`src/rtl/c_buffer_drain.sv`:
```
// Streams M*ceil(N/4) words out of global buffer C onto a valid/ready port.
// Define C_DRAIN_PERF_EN to build the stall_cnt back-pressure counter.
module c_buffer_drain #(
   parameter int unsigned ADDR_BITS = 16,
   parameter int unsigned DATA_BITS = 32,
   parameter int unsigned C_BASE    = 0
) (
   input  logic                 clk,
   input  logic                 rst,
   input  logic                 start,
   input  logic [7:0]           M,
   input  logic [7:0]           N,
   output logic                 busy,
   output logic                 done,
   output logic                 C_wr_en,
   output logic [ADDR_BITS-1:0] C_index,
   input  logic [DATA_BITS-1:0] C_data_out,
   output logic                 out_valid,
   input  logic                 out_ready,
   output logic [DATA_BITS-1:0] out_data,
   output logic                 out_last,
   output logic [15:0]          stall_cnt
);

   localparam logic [2:0] StIdle  = 3'd0;
   localparam logic [2:0] StCalc  = 3'd1;
   localparam logic [2:0] StRead  = 3'd2;
   localparam logic [2:0] StDrain = 3'd3;
   localparam logic [2:0] StDone  = 3'd4;

   localparam logic [ADDR_BITS-1:0] BaseAddr = ADDR_BITS'(C_BASE);

   logic [2:0]           state_q, state_d;
   logic [7:0]           m_q, n_q;
   logic [15:0]          w_q, w_calc;
   logic [15:0]          issue_idx_q;
   logic [ADDR_BITS-1:0] c_index_q;
   logic                 inflight_q, inflight_last_q;
   logic [DATA_BITS-1:0] fifo_data_q [2];
   logic                 fifo_last_q [2];
   logic                 wr_ptr_q, rd_ptr_q;
   logic [1:0]           count_q;

   logic pop, issue, last_issue, has_room, drain_done;

   always_comb begin
      pop        = (count_q != 2'd0) && out_ready;
      w_calc     = 16'(m_q) * 16'((9'(n_q) + 9'd3) >> 2);
      last_issue = (issue_idx_q == w_q - 16'd1);
      // A beat leaving this cycle frees a slot, which keeps 1 word/cycle with only 2 entries.
      has_room   = ({1'b0, count_q} + {2'b0, inflight_q}) < (3'd2 + {2'b0, pop});
      issue      = (state_q == StRead) && (issue_idx_q != w_q) && has_room;
      drain_done = !inflight_q && ((count_q == 2'd0) || (count_q == 2'd1 && pop));

      state_d = state_q;
      case (state_q)
         StIdle:  if (start) state_d = StCalc;
         StCalc:  state_d = (w_calc == 16'd0) ? StDone : StRead;
         StRead:  if (issue && last_issue) state_d = StDrain;
         StDrain: if (drain_done) state_d = StDone;
         StDone:  state_d = StIdle;
         default: state_d = StIdle;
      endcase
   end

   always_ff @(posedge clk) begin
      if (rst) begin
         state_q         <= StIdle;
         m_q             <= 8'd0;
         n_q             <= 8'd0;
         w_q             <= 16'd0;
         issue_idx_q     <= 16'd0;
         c_index_q       <= BaseAddr;
         inflight_q      <= 1'b0;
         inflight_last_q <= 1'b0;
         fifo_data_q[0]  <= '0;
         fifo_data_q[1]  <= '0;
         fifo_last_q[0]  <= 1'b0;
         fifo_last_q[1]  <= 1'b0;
         wr_ptr_q        <= 1'b0;
         rd_ptr_q        <= 1'b0;
         count_q         <= 2'd0;
      end else begin
         state_q <= state_d;
         if (state_q == StIdle && start) begin
            m_q <= M;
            n_q <= N;
         end
         if (state_q == StCalc) begin
            w_q         <= w_calc;
            issue_idx_q <= 16'd0;
            c_index_q   <= BaseAddr;
         end
         // C_index holds the address being read; it stays on the final address once issued.
         if (issue) begin
            issue_idx_q <= issue_idx_q + 16'd1;
            if (!last_issue) c_index_q <= c_index_q + ADDR_BITS'(1);
         end
         inflight_q      <= issue;
         inflight_last_q <= issue && last_issue;
         if (inflight_q) begin
            fifo_data_q[wr_ptr_q] <= C_data_out;
            fifo_last_q[wr_ptr_q] <= inflight_last_q;
            wr_ptr_q              <= ~wr_ptr_q;
         end
         if (pop) rd_ptr_q <= ~rd_ptr_q;
         case ({inflight_q, pop})
            2'b10:   count_q <= count_q + 2'd1;
            2'b01:   count_q <= count_q - 2'd1;
            default: count_q <= count_q;
         endcase
      end
   end

   always_comb begin
      busy      = (state_q != StIdle);
      done      = (state_q == StDone);
      C_wr_en   = 1'b0;
      C_index   = c_index_q;
      out_valid = (count_q != 2'd0);
      out_data  = out_valid ? fifo_data_q[rd_ptr_q] : '0;
      out_last  = out_valid && fifo_last_q[rd_ptr_q];
   end

`ifdef C_DRAIN_PERF_EN
   logic [15:0] stall_q;

   always_ff @(posedge clk) begin
      if (rst) begin
         stall_q <= 16'd0;
      end else if (state_q == StIdle && start) begin
         stall_q <= 16'd0;
      end else if (out_valid && !out_ready && stall_q != 16'hFFFF) begin
         stall_q <= stall_q + 16'd1;
      end
   end

   assign stall_cnt = stall_q;
`else
   assign stall_cnt = 16'd0;
`endif

endmodule

```
`config.mk`:
```
export PLATFORM = sky130hd
export DESIGN_NAME = c_buffer_drain
export DESIGN_NICKNAME = d
export VERILOG_FILES = /design/src/rtl/c_buffer_drain.sv
export SDC_FILE = /design/constraint.sdc
export NUM_CORES = 1
export LEC_CHECK = 0
export CAP_MARGIN = 0
export CORE_ASPECT_RATIO = 1.2
export CORE_MARGIN = 3
export CORE_UTILIZATION = 30
export DETAILED_ROUTE_END_ITERATION = 6
export GPL_ROUTABILITY_DRIVEN = 0
export PLACE_DENSITY = 0.48
export SKIP_LAST_GASP = 1
export SLEW_MARGIN = 10
export SYNTH_ARGS = -nofsm -noshare
export SYNTH_HDL_FRONTEND = slang
export SYNTH_SLANG_ARGS = --single-unit
```
`constraint.sdc`:
```
create_clock -name clk -period 9.28 [get_ports clk]
set_input_delay 2.32 -clock clk [delete_from_list [all_inputs] [get_ports clk]]
set_output_delay 2.32 -clock clk [all_outputs]
set_load 0.01 [all_outputs]
```
### After elaboration in Yosys (flattened, before gate mapping)

Memories as Yosys holds them, arrays and structs flattened. A register that Yosys moved wholly into a read port is not among the register bits.
Cells that the tools add are included.

| word-level totals | value |
|---|---|
| flip-flop bits (word level) | 73 |
| bits in latches | 0 |
| bits in writable memories | 66 |
| ROM bits | 0 |
| bits of input ports | 52 |
| output and inout bits | 69 |
| memories | 2 |

| operators by class | value |
|---|---|
| add/subtract/negate cells | 8 |
| $mul | 1 |
| divide/modulo/power cells | 0 |
| $lt $le $gt $ge | 1 |
| equality and inequality tests | 12 |
| shift operators | 0 |
| multiplexer cells | 27 |
| bitwise logic cells | 2 |
| reduce and logical (&&, ||, !) cells | 20 |

Memory list:

| name | depth | width | read ports | clocked after Yosys merged registers in | wr ports | RTL line | source |
|---|---|---|---|---|---|---|---|
| fifo_data_q | 2 | 32 | 1 | 1 | 2 | 39 | `logic [DATA_BITS-1:0] fifo_data_q [2];` |
| fifo_last_q | 2 | 1 | 1 | 1 | 2 | 40 | `logic fifo_last_q [2];` |

Operators by type and width:

| operator | number |
|---|---|
| $mux W16 | 5 |
| $mux W32 | 2 |
| $add A16 B1 Y16 const B | 2 |
| $reduce_or A32 Y1 | 1 |
| $eq A16 B16 Y1 | 1 |
| $logic_not A16 Y1 | 1 |
| $ne A16 B16 Y1 | 1 |
| $sub A16 B1 Y16 const B | 1 |
| $mul A8 B7 Y15 | 1 |
| $mux W1 | 14 |
| $mux W3 | 4 |
| $pmux W3 S4 | 1 |
| $add A8 B2 Y9 const B | 1 |
| $logic_and A1 B1 Y1 | 8 |
| $eq A3 B2 Y1 const B | 2 |
| $reduce_bool A2 Y1 | 3 |
| $eq A2 B1 Y1 const B | 2 |
| $ne A2 B2 Y1 const B | 2 |
| $pmux W2 S2 | 1 |
| $add A2 B1 Y3 | 1 |
| $add A2 B1 Y3 const A | 1 |
| $eq A3 B1 Y1 const B | 1 |
| $eq A3 B3 Y1 const B | 1 |
| $logic_not A3 Y1 | 1 |
| 12 further kinds | 13 |

### Longest topological paths before layout

| depth | value |
|---|---|
| depth after elaboration | 8 |
| depth in mapped cells | 22 |
| gate-level depth less buffers | 22 |

### Worst setup path after synthesis

Ideal clock, no wire load.

| path | value |
|---|---|
| path type | reg2reg |
| start | register n_q[0] |
| end | register state_q[2] |
| library setup time | 103 ps |
| data arrival time | 5540 ps |
| required time | 9177 ps |
| path slack | 3636 ps |
| stages on the path, launching flop included | 22 |
| cells stage by stage | dfxtp_1 -> o21a_1 -> nand3_1 -> nor2_1 -> nand2_1 -> xor2_1 -> nand2b_1 -> fa_1 -> fa_1 -> inv_1 -> fa_1 -> inv_1 -> fa_1 -> inv_1 -> ha_1 -> o21ai_0 -> o21a_1 -> nor2_1 -> o311ai_1 -> a2111oi_0 -> or4b_1 -> a2111oi_2 |

| on the way | value |
|---|---|
| longest elaborated chain between the ends | 5 |

RTL lines:

| element | RTL line | source |
|---|---|---|
| start: declaration | 34 | `logic [7:0] m_q, n_q;` |
| start signal: assignment | 70 | `n_q <= 8'd0;` |
| start signal: assignment | 87 | `n_q <= N;` |
| $add A8 B2 Y9 | 48 | `w_calc = 16'(m_q) * 16'((9'(n_q) + 9'd3) >> 2);` |
| $mul A8 B7 Y15 | 48 |  |
| $logic_not A16 Y1 | 58 | `StCalc: state_d = (w_calc == 16'd0) ? StDone : StRead;` |
| $mux W3 | 58 |  |
| $pmux W3 S4 | 56 | `case (state_q)` |
| end signal: assignment | 68 | `state_q <= StIdle;` |
| end signal: assignment | 84 | `state_q <= state_d;` |
| end: declaration | 33 | `logic [2:0] state_q, state_d;` |

Every way passes these cells.
A chain may end at the register's enable or synchronous reset.

### Worst setup path in the final report

| path | value |
|---|---|
| start | register n_q[2] |
| end | register state_q[2] |

The elaborated chain is that of the path after synthesis.

==> results.md <==
* Post-CTS Hold Fix Bufs at 0
* Antenna violations before repair at 0
* Vias/cell at 4.865
* Met2 usage at 0.2662
* Seq/Total Area, Yosys at 0.3753
* Maximum fanout along the worst path at 8
* Synthesized area per cell at 9.566 um2
* H-tree depth at 4
* Synth async-reset ratio at 0
* WL per Instance at 16.35 um
* Hpwl dp at 17230 um
* Max clock buf depth at 2
* Setup TNS Final at 0 ns
* Yosys reg bits at 139
* Peak Freq at 159.8 MHz
* HP Class: reg2reg
* PwrDens at 173.1 nW/um2
* Most Used Layer, Global Route: met2
* Via count at 7025
* Nets at 1163
* Area growth, synth to finish at 21.11%
* Crit path DAT at 6.58 ns
* Met1 usage at 0.1670
* Leak at 0.004247 uW
* Ant diodes at 0
* Synth top area cells: edfxtp_1, dfxtp_1, fa_1
* Clock root buffer: clkbuf_16
* Max-slew violations at 0
* Total wire length at 23610 um
* Initial Utilization at 0.3071
* Cell area after placement at 10510 um2
* Pin count of the biggest net entering global routing at 87
* First-pass GRT wire length at 37690 um
* Worst setup EP type: flop
* Peak VDD IR at 0.1050 mV
* HP Start: n_q[5]$_SDFFE_PP0P_
* Setup crit start: n_q[2]$_SDFFE_PP0P_
* DR pass1 iterations at 5
* DRC violations left at 0
* R2R depth at 21
* ANT nets after route at 0
* Starting DRT DRC Count at 281
* Synth top area share at 0.2160
* Adder-Cell Fraction of Synth Area at 0.1192
* Max Cap Violations at 0
* Distinct cells, synth at 75
* Minimum clock period at 6.258 ns
* Setup Skew at 0.02153 ns
* I/O Buffers at 103
* Sink Count at 139
* Post-synthesis xor/xnor area fraction at 0.03437
* Vias in the first global route at 7092
* Setup bufs post-CTS at 0
* Mux share of post-synthesis cell area at 0.05797
* Largest family of logic cells by synthesized area: simple AND/OR/NAND/NOR gates
* Post-synth design cell area at 9174 um2
* Die W at 165.6 um
* CP startpoint kind: flop
* Die Y at 197.6 um
* Design Power at 1923 uW
* Core Area at 29870 um2
* Grt total ovfl at 0
* TritonCTS Buffers at 17
* RSZ-0062 raised after global routing: false
* Ys flop type: dfxtp_1
* Setup Crit Path Kind: reg2reg
* DIE AREA at 32720 um2
* Slew margin rel. at 0.2773
* Cell area after layout at 11110 um2
* Clk_lat worst skew at 0.43 ns
* Yosys warnings at 0
* Post-CTS sizing at 0
* Met3 GRT Util at 0.02542
* Global Route Usage Sum at 0.1426
* Worst-path clk slew at 0.08 ns
* Area share of and/or/nand/nor cells after synthesis at 0.2466
* Post-synth EDFFs at 66
* Final Cycle Share at 0.6744
* Number of top-level pins at 121
* Site row count at 69
* Worst endpoint required time at 9.60 ns
* Setup violators final at 0
* CTS tree: built
* Layout cells sized above 1 at 0.07495
* Status: complete, no violations
* Worst Hold Depth at 2
* FF-to-FF Start: n_q[2]$_SDFFE_PP0P_
* Largest area contributor in the netlist: edfxtp_1
* Post-synthesis compound-gate area fraction at 0.1148
* Final hold vios at 0
* Worst slew pin tran at 1.081 ns
* Syn Inst Count at 959
metal layers:
metal	up-vias	share of wire
met2	134	0.52
met4	0	0.014
met5	-	0
met3	18	0.032
li1	3498	-
met1	3375	0.43
Yosys cell counts, types with 13 or more instances:
cell type	number
o21ai_0	14
nand2_1	85
a21oi_1	62
and3_1	14
nor2_1	86
fa_1	29
nand3_1	20
and2_1	79
xnor2_1	22
clkbuf_1	36
ha_1	41
buf_4	17
dfxtp_1	73
mux2i_1	37
inv_1	38
nor3_1	13
xor2_1	14
nor2b_1	39
edfxtp_1	66
report_power, final:
| part | switching [uW] | total (uW) | internal [uW] |
|---|---|---|---|
| sequential | 33.4 | 709 | 676 |
| combinational | 299 | 527 | 228 |
| clock | 324 | 688 | 364 |
| total | 656 | 1920 | 1270 |
layout by cell type, fill, tap and decap left out, types with 11 or more instances in the layout:
cell type / instances
and2_1: 79
nand3_1: 20
nor2b_1: 39
xnor2_1: 22
conb_1: 17
o21ai_0: 14
ha_1: 41
mux2i_1: 37
fa_1: 29
dfxtp_1: 72
xor2_1: 14
clkbuf_16: 17
nand2_1: 85
inv_1: 38
a21oi_1: 62
and3_1: 14
clkdlybuf4s50_1: 102
edfxtp_1: 66
nand4_1: 11
nor2_1: 86
metrics by stage:
| stage | util | instances | setup WS (ns) | hold WS (ns) |
|---|---|---|---|---|
| after global routing | 0.3720 | 1444 | 2.566 | 0.4941 |
| final | 0.3720 | 1444 | 3.022 | 0.4592 |
| after global placement | 0.3519 | 1412 | 3.156 | 0.4522 |
| after detailed placement | 0.3519 | 1412 | 3.013 | 0.4494 |
| after CTS | 0.3720 | 1444 | 2.988 | 0.4603 |
| after floorplan | - | 975 | 3.636 | 0.4363 |
state kept, by name, summed over array words and instances, names as in the netlist, 2 cells and up, named ones only:
| register | cells |
|---|---|
| state_q | 3 |
| w_q | 15 |
| n_q | 8 |
| fifo_last_q | 2 |
| issue_idx_q | 16 |
| m_q | 8 |
| C_index | 16 |
| count_q | 2 |
| fifo_data_q | 64 |
worst paths after layout:
| path | to | slack [ns] |
|---|---|---|
| worst max-delay path | state_q[2]$_SDFFE_PP0P_ | 3.02 |
| worst min-delay path | n_q[5]$_SDFFE_PP0P_ | 0.46 |
| worst max register to register | state_q[2]$_SDFFE_PP0P_ | 3.02 |
| worst min register to register | n_q[5]$_SDFFE_PP0P_ | 0.46 |
cells by family (layout without fill, tap and decap cells):
| logic type | count (synthesis) | count (layout) |
|---|---|---|
| fa+ha+maj | 70 | 70 |
| other cells | 1 | 17 |
| compound gates | 145 | 145 |
| mux | 51 | 51 |
| xor+xnor | 36 | 36 |
| simple gates | 415 | 415 |
| buf+inv | 102 | 181 |
| flops | 139 | 139 |
worst max-delay path: stages (launching register included):
cell,delay (ns)
dfxtp_1,0.35
o21a_1,0.20
nand3_1,0.14
nor2_1,0.20
nand2_1,0.09
xor2_1,0.45
nand2b_1,0.20
fa_1,0.45
fa_1,0.55
inv_1,0.06
fa_1,0.54
inv_1,0.06
fa_1,0.52
inv_1,0.04
ha_1,0.33
o21ai_0,0.13
o21a_1,0.22
nor2_1,0.23
o311ai_1,0.14
a2111oi_0,0.41
or4b_1,0.53
a2111oi_2,0.30
final cells by class:
type,instances,area (um2)
clock buffers,17,425.4
clock inverters,15,172.7
fillers,3084,18760
inverters,38,142.6
multi-input cells,734,5351
flip-flops and latches,139,3445
well taps,390,488.0
repair buffers,111,1086
Power figures use the tool's default switching activity.
==> RTL edit, RTL diff (same settings) <==
The parameter `DATA_BITS` goes from 32 to 48.
--- a/src/rtl/c_buffer_drain.sv
+++ b/src/rtl/c_buffer_drain.sv
@@ -2,7 +2,7 @@
 // Define C_DRAIN_PERF_EN to build the stall_cnt back-pressure counter.
 module c_buffer_drain #(
    parameter int unsigned ADDR_BITS = 16,
-   parameter int unsigned DATA_BITS = 32,
+   parameter int unsigned DATA_BITS = 48,
    parameter int unsigned C_BASE    = 0
 ) (
    input  logic                 clk,
Ports: changed (resized C_data_out and out_data); port bits go from 121 to 153. No check against the original RTL was run, so the function may have changed too.
==> RTL edit against the unedited design <==
Core utilization up 0.50 points. Design area up 14%. Fmax up 7.1%. Total power up 17%. Cell count up 12%. Routed wire length up 9.0%. Worst setup slack better by 420 ps. Worst hold slack better by 3.4 ps. Sequential cell count up 32. Area after synthesis up 12%. Critical path depth down 1. Via count up 11%. Critical path type unchanged. Largest cell class unchanged. Highest routed layer is now met5.
==> RTL edit: results (changes against the unedited design) <==
Status -> completed
Adder and majority cell fraction of the synthesized area -> 0.1062 (-0.01299)
Slew HR -> 0.3953 (+0.1181)
Post-DP HPWL -> 18,000 um (+4.5%)
Top Metal Used -> met5
Clk_skew -> 13.75 ps (-7.776 ps)
Leakage power -> 4.773 nW (+12%)
RR Startpoint -> n_q[0]
Synth unique cells -> 65 (-13%)
EDFF count, synth -> 98 (+48%)
Synth cell count leaders -> and2_1, nor2_1, edfxtp_1
Global-route track usage on met1 -> 0.1812 (+0.01426)
Top cells by area, synth -> edfxtp_1, dfxtp_1, and2_1
Seq/Total Area, Yosys -> 0.4278 (+0.05241)
Wirelength per Cell -> 15.88 um (-2.9%)
Hold Path Cell Cnt -> 2 (unchanged)
First-pass GRT wire length -> 41,970 um (+11%)
Initial antenna violation count -> 1 (+1)
Data arrival, critical path -> 6170 ps (-410 ps)
WL met2 -> 12,940 um (+4.9%)
Critical R2R Capture -> state_q[1]
Total GRT Usage -> 0.1424 (-0.0001474)
Max reg flops -> 96 (+50%)
Met1 wire length -> 11,590 um (+14%)
CTS root buffer -> clkbuf_16
TritonRoute pass-1 iters -> 4 (-1)
Global routing usage on met3 -> 0.02744 (+0.002024)
R2R Setup Slk -> 3440 ps (+420 ps)
Vias per std cell -> 4.809 (-1.1%)
Max clock buf depth -> 2 (unchanged)
Fraction of the mapped netlist area in compound gates -> 0.09527 (-0.01957)
Final hold slack -> 462.6 ps (+3.391 ps)
Prevailing post-synth register cell -> edfxtp_1
Inst Count DP -> 1,588 (+12%)
Biggest register -> fifo_data_q
DRT iter0 DRCs -> 359 (+28%)
CP max stage cell -> fa_1
Global routing usage on met2 -> 0.2498 (-0.01646)
Share of cells above drive strength 1 -> 0.05556 (-0.01940)
R2R depth -> 20 (-4.8%)
Resized Gates After CTS -> 0 (unchanged)
Placed cell area -> 12,020 um^2 (+14%)
Post-Syn Area per Cell -> 9.853 um^2 (+3.0%)
Mux cell area share after synthesis -> 0.05298 (-0.004982)
Total wire length -> 25,730 um (+9.0%)
Final net count -> 1,295 (+11%)
Met3 wire length -> 937 um (+25%)
XOR/XNOR share of the synthesized area -> 0.02892 (-0.005448)
IO buf count -> 135 (+31%)
Largest net degree at the start of global routing -> 82 (-5.7%)
Number of global-route vias before repair -> 7,769 (+9.5%)
VDD IR max -> 0.1058 mV (+0.75%)
==> RTL edit: final cells by class <==
class	count	area [um^2]
sequential	171	4405
clock buffer	17	425.4
inverter	31	116.4
fill	3428	20890
multi-input combinational	791	5513
timing repair buffer	145	1421
tap	450	563.0
clock inverter	15	190.2
==> RTL edit: worst min-delay path: cells and delay by family (launching register included) <==
kind,cells,cell delay [ps]
DFF,1,310
and+or+nand+nor,1,50
AOI/OAI and AO/OA,1,50
==> RTL edit: how the worst max path moves through the flow <==
stage,end,slack [ps],from,cells after the start
floorplan,state_q[1],3900,n_q[0],20
global placement,state_q[1],3450,n_q[0],20
detailed placement,state_q[1],3400,n_q[0],20
CTS,state_q[1],3370,n_q[0],20
global route,state_q[1],2920,n_q[0],21
finish,state_q[1],3440,n_q[0],20
==> RTL edit: power breakdown <==
group          total, mW  internal (mW)  switching (mW)
Clock              0.760          0.412           0.347
Sequential         0.876          0.841          0.0354
Combinational      0.607          0.269           0.338
